<file path="src/rtl/strobe_monitor.sv">
// Receive-side checker for a periodic strobe: detects rising edges, measures the
// edge-to-edge interval and flags early or missing strobes against EXP_PERIOD +/- TOL.
module strobe_monitor #(
  parameter int unsigned EXP_PERIOD = 4,
  parameter int unsigned TOL        = 0,
  parameter int unsigned LOCK_N     = 2
) (
  input  logic       clk_in,
  input  logic       rst_n,
  input  logic       strobe_in,
  output logic       edge_pulse,
  output logic [7:0] strobe_count,
  output logic [7:0] period_out,
  output logic       locked,
  output logic       err_early,
  output logic       err_missing,
  output logic [7:0] err_count,
  output logic [1:0] state_dbg
);

  typedef enum logic [1:0] {
    WAIT_FIRST = 2'd0,
    MEASURE    = 2'd1,
    FAULT      = 2'd2
  } state_t;

  localparam logic [7:0] LO_CYC   = 8'(EXP_PERIOD - TOL);
  localparam logic [7:0] HI_CYC   = 8'(EXP_PERIOD + TOL);
  localparam logic [3:0] LOCK_CNT = 4'(LOCK_N);

  state_t     state;
  logic       strb_q;
  logic [7:0] gap_cnt;
  logic [3:0] good_run;
  logic [3:0] good_next;
  logic [7:0] err_next;
  logic       edge_det;

  assign edge_det  = strobe_in & ~strb_q;
  assign state_dbg = state;

  always_comb begin
    good_next = (good_run >= LOCK_CNT) ? LOCK_CNT : good_run + 4'd1;
    err_next  = (err_count == 8'hff) ? err_count : err_count + 8'd1;
  end

  // Valid/ready is not used here: edge_pulse, err_early and err_missing are
  // single-cycle strobes with no back-pressure; the status words are level outputs.
  always_ff @(posedge clk_in or negedge rst_n) begin
    if (!rst_n) begin
      state        <= WAIT_FIRST;
      strb_q       <= 1'b0;
      gap_cnt      <= 8'd0;
      good_run     <= 4'd0;
      edge_pulse   <= 1'b0;
      strobe_count <= 8'd0;
      period_out   <= 8'd0;
      locked       <= 1'b0;
      err_early    <= 1'b0;
      err_missing  <= 1'b0;
      err_count    <= 8'd0;
    end else begin
      strb_q      <= strobe_in;
      edge_pulse  <= edge_det;
      err_early   <= 1'b0;
      err_missing <= 1'b0;

      // gap_cnt holds the number of cycles since the last edge, so at an edge it is the interval.
      if (edge_det) begin
        gap_cnt      <= 8'd1;
        strobe_count <= strobe_count + 8'd1;
      end else if (gap_cnt != 8'hff) begin
        gap_cnt <= gap_cnt + 8'd1;
      end

      case (state)
        WAIT_FIRST: begin
          if (edge_det) state <= MEASURE;
        end
        MEASURE: begin
          if (edge_det) begin
            period_out <= gap_cnt;
            if (gap_cnt < LO_CYC) begin
              err_early <= 1'b1;
              err_count <= err_next;
              good_run  <= 4'd0;
              locked    <= 1'b0;
            end else begin
              good_run <= good_next;
              if (good_next >= LOCK_CNT) locked <= 1'b1;
            end
          end else if (gap_cnt == HI_CYC) begin
            // An edge landing exactly on HI_CYC is taken above as in tolerance.
            err_missing <= 1'b1;
            err_count   <= err_next;
            good_run    <= 4'd0;
            locked      <= 1'b0;
            state       <= FAULT;
          end
        end
        FAULT: begin
          if (edge_det) state <= MEASURE;
        end
        default: state <= WAIT_FIRST;
      endcase
    end
  end

endmodule

</file>
<file path="config.mk">
export PLATFORM = sky130hd
export DESIGN_NAME = strobe_monitor
export DESIGN_NICKNAME = d
export VERILOG_FILES = /design/src/rtl/strobe_monitor.sv
export SDC_FILE = /design/constraint.sdc
export NUM_CORES = 1
export LEC_CHECK = 0
export CAP_MARGIN = 20
export CORE_ASPECT_RATIO = 2
export CORE_UTILIZATION = 60
export DETAILED_ROUTE_END_ITERATION = 10
export DONT_BUFFER_PORTS = 1
export PLACE_DENSITY = 0.76
export SLEW_MARGIN = 20
export SYNTH_ARGS = -nofsm -noshare
export SYNTH_HDL_FRONTEND = slang
export SYNTH_SLANG_ARGS = --single-unit
</file>
<file path="constraint.sdc">
create_clock -name clk_in -period 5.3 [get_ports clk_in]
set_input_delay 0.265 -clock clk_in [delete_from_list [all_inputs] [get_ports clk_in]]
set_output_delay 0.265 -clock clk_in [all_outputs]
set_load 0.01 [all_outputs]
</file>
* After elaboration in Yosys (flattened, before gate mapping) *
Cells that the tools add are included.

storage, ports and cells
  flip-flop bits (word level) = 43
  output and inout bits = 30
  input port bits = 3
  word-level logic and storage cells = 63

cells by class
  bitwise gates (word level) = 2
  mux-type cells = 24
  equal/unequal tests = 10
  add/subtract/negate cells = 4
  order comparisons = 3
  reductions and logical operators = 9

operators by type and width
  operator               number
  $mux W8                6
  $add A8 B1 Y8 const B  3
  $mux W4                4
  $mux W1                10
  $reduce_and A3 Y1      3
  $eq A8 B3 Y1 const B   1
  $eq A8 B8 Y1 const B   1
  $ge A4 B2 Y1 const B   2
  $lt A8 B3 Y1 const B   1
  $ne A8 B8 Y1 const B   1
  $mux W2                3
  $add A4 B1 Y4 const B  1
  $ne A2 B1 Y1 const B   2
  $ne A2 B2 Y1 const B   2
  $pmux W2 S2            1
  $reduce_and A2 Y1      2
  $reduce_bool A2 Y1     2
  $ne A3 B1 Y1 const B   1
  $eq A2 B1 Y1 const B   1
  $eq A2 B2 Y1 const B   1
  $logic_not A2 Y1       1
  $reduce_or A2 Y1       1
  $and A1 B1 Y1          1
  $not A1 Y1             1

* Longest topological paths before layout *
Gate-level depths: netlist of run 1.

  word-level depth = 6
  depth in mapped cells = 6
  gate-level depth less buffers = 6

* Worst setup path after synthesis of run 1 *
No wires, ideal clock.

  kind = register to register
  start = register gap_cnt[0]
  end = register err_count[1]
  clock period less this slack = 1.743 ns
  stages on the path, launching flop included = 7
  slack = 3.557 ns
  data arrival time = 1.618 ns
  cell sequence = dfrtp_1 > inv_1 > ha_1 > nand2_1 > mux2_4 > nor3_2 > mux2_2

on the way
  word-level cells in the longest chain between the ends = 3

ends and longest elaborated chain
  item                                                          line    RTL
  start: declaration                                            33      logic [7:0] gap_cnt;
  start signal: assignment                                      73      gap_cnt <= gap_cnt + 8'd1;
  $lt A8 B3 Y1 or $eq A8 B3 Y1 (tied branches)                  83, 92
  $ne A2 B1 Y1 (no line) or $reduce_bool A2 Y1 (tied branches)  --
  $reduce_and A3 Y1 (no line) (*)                               --
  end signal: assignment                                        85      err_count <= err_next;
  end signal: assignment                                        95      err_count <= err_next;
  end: declaration                                              17      output logic [7:0] err_count,

Mark *: on every way between the ends. The rest lies on a longest branch, timed or not.
A chain may end at the register's enable or synchronous reset.

* Final worst setup path of run 1 *
  start = register strb_q
  end = register gap_cnt[3]

on the way
  word-level cells in the longest chain between the ends = 3

ends and longest elaborated chain
  item                                           line  RTL
  start: declaration                             32    logic strb_q;
  start signal: assignment                       63    strb_q <= strobe_in;
  $not A1 Y1 (*)                                 39    assign edge_det = strobe_in & ~strb_q;
  $and A1 B1 Y1 (*)                              39
  $mux W8 or $reduce_bool A2 Y1 (tied branches)  --

Marks and branches as above.

==> impl_metrics.csv, run 1 <==
group,metric,value,unit
cts,cts-root-buf,"clkbuf_8",
worst_setup_path,path_max_fanout,15,
cts,clkSlewWorstSetupHoldPaths,0.08,ns
cts,cts_tree,"yes",
placed_design,place.gp.congestion,0.837,
logic_synthesis,ys_warn_count,0,
logic_synthesis,synth_edf_count,0,
final_layout,layout.cells.non_filler,213,
logic_synthesis,synth_top_family_by_area,"simple AND/OR/NAND/NOR gates",
routing,avgViaCountPerCell,6.36,
routing,routed_wl,3600,um
worst_setup_path,worstSetupStartpointType,"register",
logic_synthesis,synth_commonest_cells,"43 x dfrtp_1, 20 x nand2_1, 10 x mux2_2, 10 x nor2_1, 9 x xor2_1",
cts,cts.sinks,43,
logic_synthesis,synth_cells,177,
logic_synthesis,syn_nets,186,
timing,period_share,39.7,%
logic_synthesis,synth_top_area_share,53.3,%
logic_synthesis,synth_compound_area_share,6.76,%
pwr,power_density,516,nW/um^2
grt,grt_overflow,0,
timing,timing.setup.tns,0,ns
timing,setup_viol,0,
placed_design,portBuffers,0,
logic_synthesis,yosys.area.top_type,"dfrtp_1",
grt,grt_pass1_vias,1374,
logic_synthesis,synthFlopType,"dfrtp_1",
floorplanning,die_w,43.0,um
grt,grt_usage,22.2,%
routing,drt_iter0_markers,27,
timing,finalMaxSlewViolations,0,
timing,fin_skew,0.00749,ns
routing,vias,1354,
final_layout,nNetsFinal,190,
pwr,ir_drop,0.311,mV
final_layout,layout-area-overhead-vs-synth,9.06,%
logic_synthesis,ys_seq_elements,43,
routing,drt_first_pass_iters,4,
final_layout,final_core_util,68.9,%
cts,cts_buffer_depth,2,
worst_setup_path,crit_required,5.47,ns
timing,max_freq,0.476,GHz
grt,grt_pass1_wl,6110,um
logic_synthesis,yosys-top-cells-area,"dfrtp_1 53%, mux2_2 5.6%, xor2_1 3.9%, ha_1 3.7%, nand2_1 3.7%",
routing,ant_nets,0,
pwr,total_power,1.13,mW
floorplanning,dieArea,3610,um^2
flow_run,drv_cap,0,
timing,relSlewSlack,51.6,%
placed_design,dp.cells,202,
pwr,leakagePower,0.994,nW
routing,wl_per_cell,16.9,um
routing,drc,0,
timing,worst_slew_pin_slew,0.724,ns
final_layout,fill_cells,245,
worst_setup_path,cp.arrival,2.27,ns
cts,clock_latency,0.29,ns
grt,antenna_found_initial,0,
logic_synthesis,syn_area,2020,um^2
logic_synthesis,avgSynthCellArea,11.4,um^2
floorplanning,rows,29,
floorplanning,start_util,63.2,%
cts,cts_max_level,2,
timing,rsz0062_at_grt,"false",
logic_synthesis,ys_seq_area_share,53.3,%
final_layout,final_layout_size_suffix_gt1_share,15.9,%
logic_synthesis,synthMuxAreaShare,6.82,%
timing,finalHoldViolations,0,
logic_synthesis,synth_xor_area_share,6.08,%
grt,grt_max_degree,44,
timing,period_needed,2.10,ns
floorplanning,fp.dieH,84.0,um
outcome,status,"complete, no violations",
timing,whs,0.390,ns
logic_synthesis,synth-adder-area-share,3.72,%
logic_synthesis,ys_types,43,
logic_synthesis,yosys.area_share.simple,20.9,%
logic_synthesis,async_flop_share,100,%
cts,numCtsBuffers,5,
final_layout,diodes,0,
worst_hold_path,hold_class,"input pin to register",
logic_synthesis,yosysMostFrequentCell,"dfrtp_1",
worst_setup_path,path_class,"register to register",
floorplanning,pin_count,33,
placed_design,hpwl,2560,um
floorplanning,coreArea,3190,um^2
worst_setup_path,end_kind,"register",
## metal layers
layer	GRT usage, %	wire (um)	share of wire (%)
met3	5.63	178	4.9
met4	11.0	71	2.0
met2	37.2	1990	55
met5	0	0	0
met1	25.3	1360	38
## repair_timing
| action | in CTS | in global routing |
|---|---|---|
| hold buffers | 3 | 0 |
| endpoints found under the hold margin | 44 | 0 |
| setup buffers | 0 | 0 |
| gates resized for setup | 0 | 0 |
## cells by family after synthesis
| kind of cell | after synthesis |
|---|---|
| and+or+nand+nor | 72 |
| DFF | 43 |
| AOI/OAI and AO/OA | 19 |
| xor gates and xnor gates | 14 |
| muxes | 12 |
| buffers and inverters | 11 |
| adders and majority gates | 6 |
## critical path: stages, from the launching register on
cell and delay (ns):
dfrtp_1 0.38, nand2b_1 0.42, inv_1 0.36, o31ai_1 0.56
xor2_1 0.21, nor2_1 0.05
## flip-flops by register name, indices dropped and copies added (netlist names)
name / flops
state_dbg: 2
period_out: 8
err_count: 8
good_run: 4
gap_cnt: 8
strb_q: 1
strobe_count: 8
edge_pulse: 1
err_missing: 1
locked: 1
err_early: 1
## metrics by stage
stage               setup slack [ns]  area, um^2
finish                          3.20        2200
global route                    3.05        2200
CTS                             3.02        2190
detailed placement              3.08        2030
global placement                3.19        2030
floorplan                       3.56        2020
## cell type report
cell class / instances / area, um^2 / area share, %
sequential: 43 / 1080 / 48.9
clock inverter: 2 / 35.0 / 1.59
inverter: 5 / 18.8 / 0.853
multi-input combinational: 123 / 908 / 41.3
timing repair buffer: 3 / 40.0 / 1.82
clock buffer: 6 / 82.6 / 3.75
tap: 31 / 38.8 / 1.76
## report_power, final
part           switching (mW)  leakage, nW  total, mW  internal [mW]
clock                   0.105       0.0612      0.257          0.152
combinational           0.147        0.386      0.283          0.135
sequential              0.168        0.547      0.595          0.426
total                   0.420        0.994       1.13          0.714
## final timing paths
kind	start	to	slack (ns)	cells past startpoint
min	strobe_in	gap_cnt[0]$_DFFE_PN0P_	0.39	2
min in group asynchronous	rst_n	err_count[3]$_DFFE_PN0P_	0.42	2
max	strb_q$_DFF_PN0_	gap_cnt[3]$_DFFE_PN0P_	3.20	5
max reg2reg	strb_q$_DFF_PN0_	gap_cnt[3]$_DFFE_PN0P_	3.20	5
max in group asynchronous	rst_n	gap_cnt[6]$_DFFE_PN0P_	4.66	2
min reg2reg	good_run[3]$_DFFE_PN0P_	good_run[3]$_DFFE_PN0P_	0.50	1
## cells in the final DEF, fill, tap and decap left out, types with 2 or more instances in the layout
cell           count
dlygate4sd3_1      2
xnor2_1            5
nor2_1            10
nor2b_1            3
nor3_2             3
nor3_1             2
nand2_1           20
o21ai_0            4
a21oi_1            5
nor4_1             5
mux2_2            10
nand3_1            5
nand4_1            5
dfrtp_1           43
nand2b_1           2
ha_1               6
inv_1              5
and3_1             3
and2_1             4
xor2_1             9
clkbuf_8           6
Note: power is estimated with default switching activity, not from simulation.
==> inputs of run 2 (changes only) <==
==> constraint.sdc (replaced) <==
create_clock -name clk_in -period 2.1 [get_ports clk_in]
set_input_delay 0.105 -clock clk_in [delete_from_list [all_inputs] [get_ports clk_in]]
set_output_delay 0.105 -clock clk_in [all_outputs]
set_load 0.01 [all_outputs]
==> run 2 against run 1 <==
  * Final cell count is 1.4% higher
  * Global-route usage grew 1.3 points
  * Largest cell class unchanged
  * Critical endpoint is now err_count[6]$_DFFE_PN0P_
  * Clock power grew 91%
  * Sequential power grew to 2.5 times the previous value
  * Worst setup slack lost 3.0 ns
==> impl_metrics.csv, run 2 (same netlist as run 1, synthesis figures left out) <==
group,metric,value,unit
timing,finalHoldViolations,0,
final_layout,nNetsFinal,193,
timing,rsz0062_at_grt,"false",
routing,drc,0,
final_layout,final_layout_size_suffix_gt1_share,16.2,%
grt,grt_pass1_vias,1444,
placed_design,place.gp.congestion,0.820,
routing,ant_nets,0,
cts,post_cts_buffers,0,
outcome,status,"complete, no violations",
worst_setup_path,worstSetupStartpoint,"gap_cnt[0]$_DFFE_PN0P_",
grt,grt_overflow,0,
final_layout,layout-area-overhead-vs-synth,7.94,%
timing,fin_skew,0.00967,ns
worst_setup_path,critical-path-max-stage-delay,0.40,ns
timing,relSlewSlack,65.1,%
worst_setup_path,worstSetupStartpointType,"register",
final_layout,diodes,0,
timing,period_needed,1.89,ns
routing,drt_first_pass_iters,4,
cts,cts-root-buf,"clkbuf_8",
grt,grt_max_degree,44,
worst_setup_path,worstPathCellList,"inv_1 -> ha_1 -> nand2_1 -> mux2_4 -> nor4_1 -> mux2_2",
cts,cts_max_level,2,
routing,vias,1336,
floorplanning,pin_count,33,
timing,timing.setup.tns,0,ns
pwr,ir_drop,0.824,mV
pwr,leakagePower,0.987,nW
routing,routed_wl,3610,um
final_layout,seqCellArea,1080,um^2
worst_setup_path,crit_cells,6,
worst_setup_path,worst-path-buf-inv,1,
worst_hold_path,hold_class,"input pin to register",
worst_hold_path,min_from,"strobe_in",
worst_hold_path,holdPathEnd,"err_missing$_DFF_PN0_",
cts,cts.repair.resized,0,
pwr,power_density,1240,nW/um^2
grt,grt_pass1_wl,6460,um
floorplanning,start_util,63.2,%
final_layout,postLayoutCellArea,2180,um^2
final_layout,mostFrequentLayoutCells,"43 x dfrtp_1, 20 x nand2_1, 10 x nor2_1, 10 x mux2_2, 9 x xor2_1",
cts,cts_buffer_depth,2,
worst_setup_path,r2r_slack,0.21,ns
cts,clkSlewWorstSetupHoldPaths,0.08,ns
cts,numCtsBuffers,5,
floorplanning,die_w,43.0,um
worst_setup_path,cpMaxStageDelayCell,"dfrtp_1",
final_layout,final_common_cell,"dfrtp_1",
worst_hold_path,holdPathStages,2,
worst_setup_path,reg2reg_from,"gap_cnt[0]$_DFFE_PN0P_",
floorplanning,rows,29,
worst_setup_path,path_class,"register to register",
worst_setup_path,crit_required,2.28,ns
final_layout,multi_input_area,900,um^2
timing,period_share,89.8,%
timing,worst_slew_pin_slew,0.519,ns
worst_setup_path,end_kind,"register",
placed_design,hpwl,2590,um
cts,clock_latency,0.29,ns
routing,drt_iter0_markers,36,
timing,setup_viol,0,
timing,max_freq,0.530,GHz
floorplanning,dieArea,3610,um^2
worst_setup_path,path_max_fanout,8,
flow_run,drv_cap,0,
placed_design,portBuffers,0,
worst_setup_path,cp.arrival,2.07,ns
grt,grt_usage,23.4,%
worst_setup_path,r2r_cells,6,
final_layout,fill_cells,251,
cts,cts_tree,"yes",
routing,wl_per_cell,16.7,um
placed_design,place_area,2060,um^2
cts,cts.sinks,43,
worst_setup_path,reg2reg_to,"err_count[6]$_DFFE_PN0P_",
worst_setup_path,critical_path.top_delay_family,"multiplexers",
floorplanning,coreArea,3190,um^2
routing,avgViaCountPerCell,6.19,
floorplanning,fp.dieH,84.0,um
grt,antenna_found_initial,0,
timing,finalMaxSlewViolations,0,
[run 2: cell types whose count changed in the layout (fill, tap and decap cells not counted)]
| cell | change |
|---|---|
| buf_4 | +3 |
| bufinv_16 | -1 |
| nor4bb_4 | -1 |
| nor4bb_2 | +1 |
| clkbuf_8 | -1 |
| clkbuf_1 | +2 |
[run 2: layout make-up]
type                       instances  share of cell area (%)
tap                               31                    1.78
clock buffer                       7                    3.51
clock inverter                     1                   0.230
timing repair buffer               6                    2.87
multi-input combinational        123                    41.3
sequential                        43                    49.4
inverter                           5                   0.862
[run 2: report_power, final]
part	internal, mW	switching [mW]
Clock	0.233	0.257
Sequential	1.08	0.412
Combinational	0.343	0.373
Total	1.65	1.04
[run 2: how the worst max path moves through the flow]
stage / end / slack [ns]
final: err_count[6]$_DFFE_PN0P_ / 0.21
after global routing: err_count[1]$_DFFE_PN0P_ / 0.12
after CTS: err_count[1]$_DFFE_PN0P_ / 0.21
after detailed placement: err_count[1]$_DFFE_PN0P_ / 0.22
after global placement: err_count[1]$_DFFE_PN0P_ / 0.30
after floorplan: err_count[1]$_DFFE_PN0P_ / 0.36
[run 2: metal layers]
layer	vias to the layer above	GRT usage, %	part of all wire (%)
met5	-	0	0
met4	0	9.64	1.9
li1	634	-	-
met1	668	26.4	39
met2	28	40.9	55
met3	6	5.41	3.7
[run 2: timing repair]
item / 4_1_cts / 5_1_grt
hold buffers: 3 / 0
endpoints found under the hold margin: 44 / 0
endpoints found under the setup margin: 0 / 0
[run 2: worst reg2reg max path, cell delays in order (launching register included)]
cell	delay, ns
dfrtp_1	0.40
inv_1	0.09
ha_1	0.18
nand2_1	0.10
mux2_4	0.33
nor4_1	0.30
mux2_2	0.38
[run 2: through the flow]
step	hold slack (ns)	cells	utilization (%)	setup slack (ns)	power (mW)
6_report	0.120	216	68.2	0.213	2.70
5_1_grt	0.136	216	68.2	0.116	2.90
3_5_place_dp	-0.190	205	64.4	0.218	2.21
4_1_cts	0.115	216	68.2	0.214	2.73
2_1_floorplan	-0.191	177	-	0.357	2.01
3_3_place_gp	-0.190	205	64.4	0.299	2.15
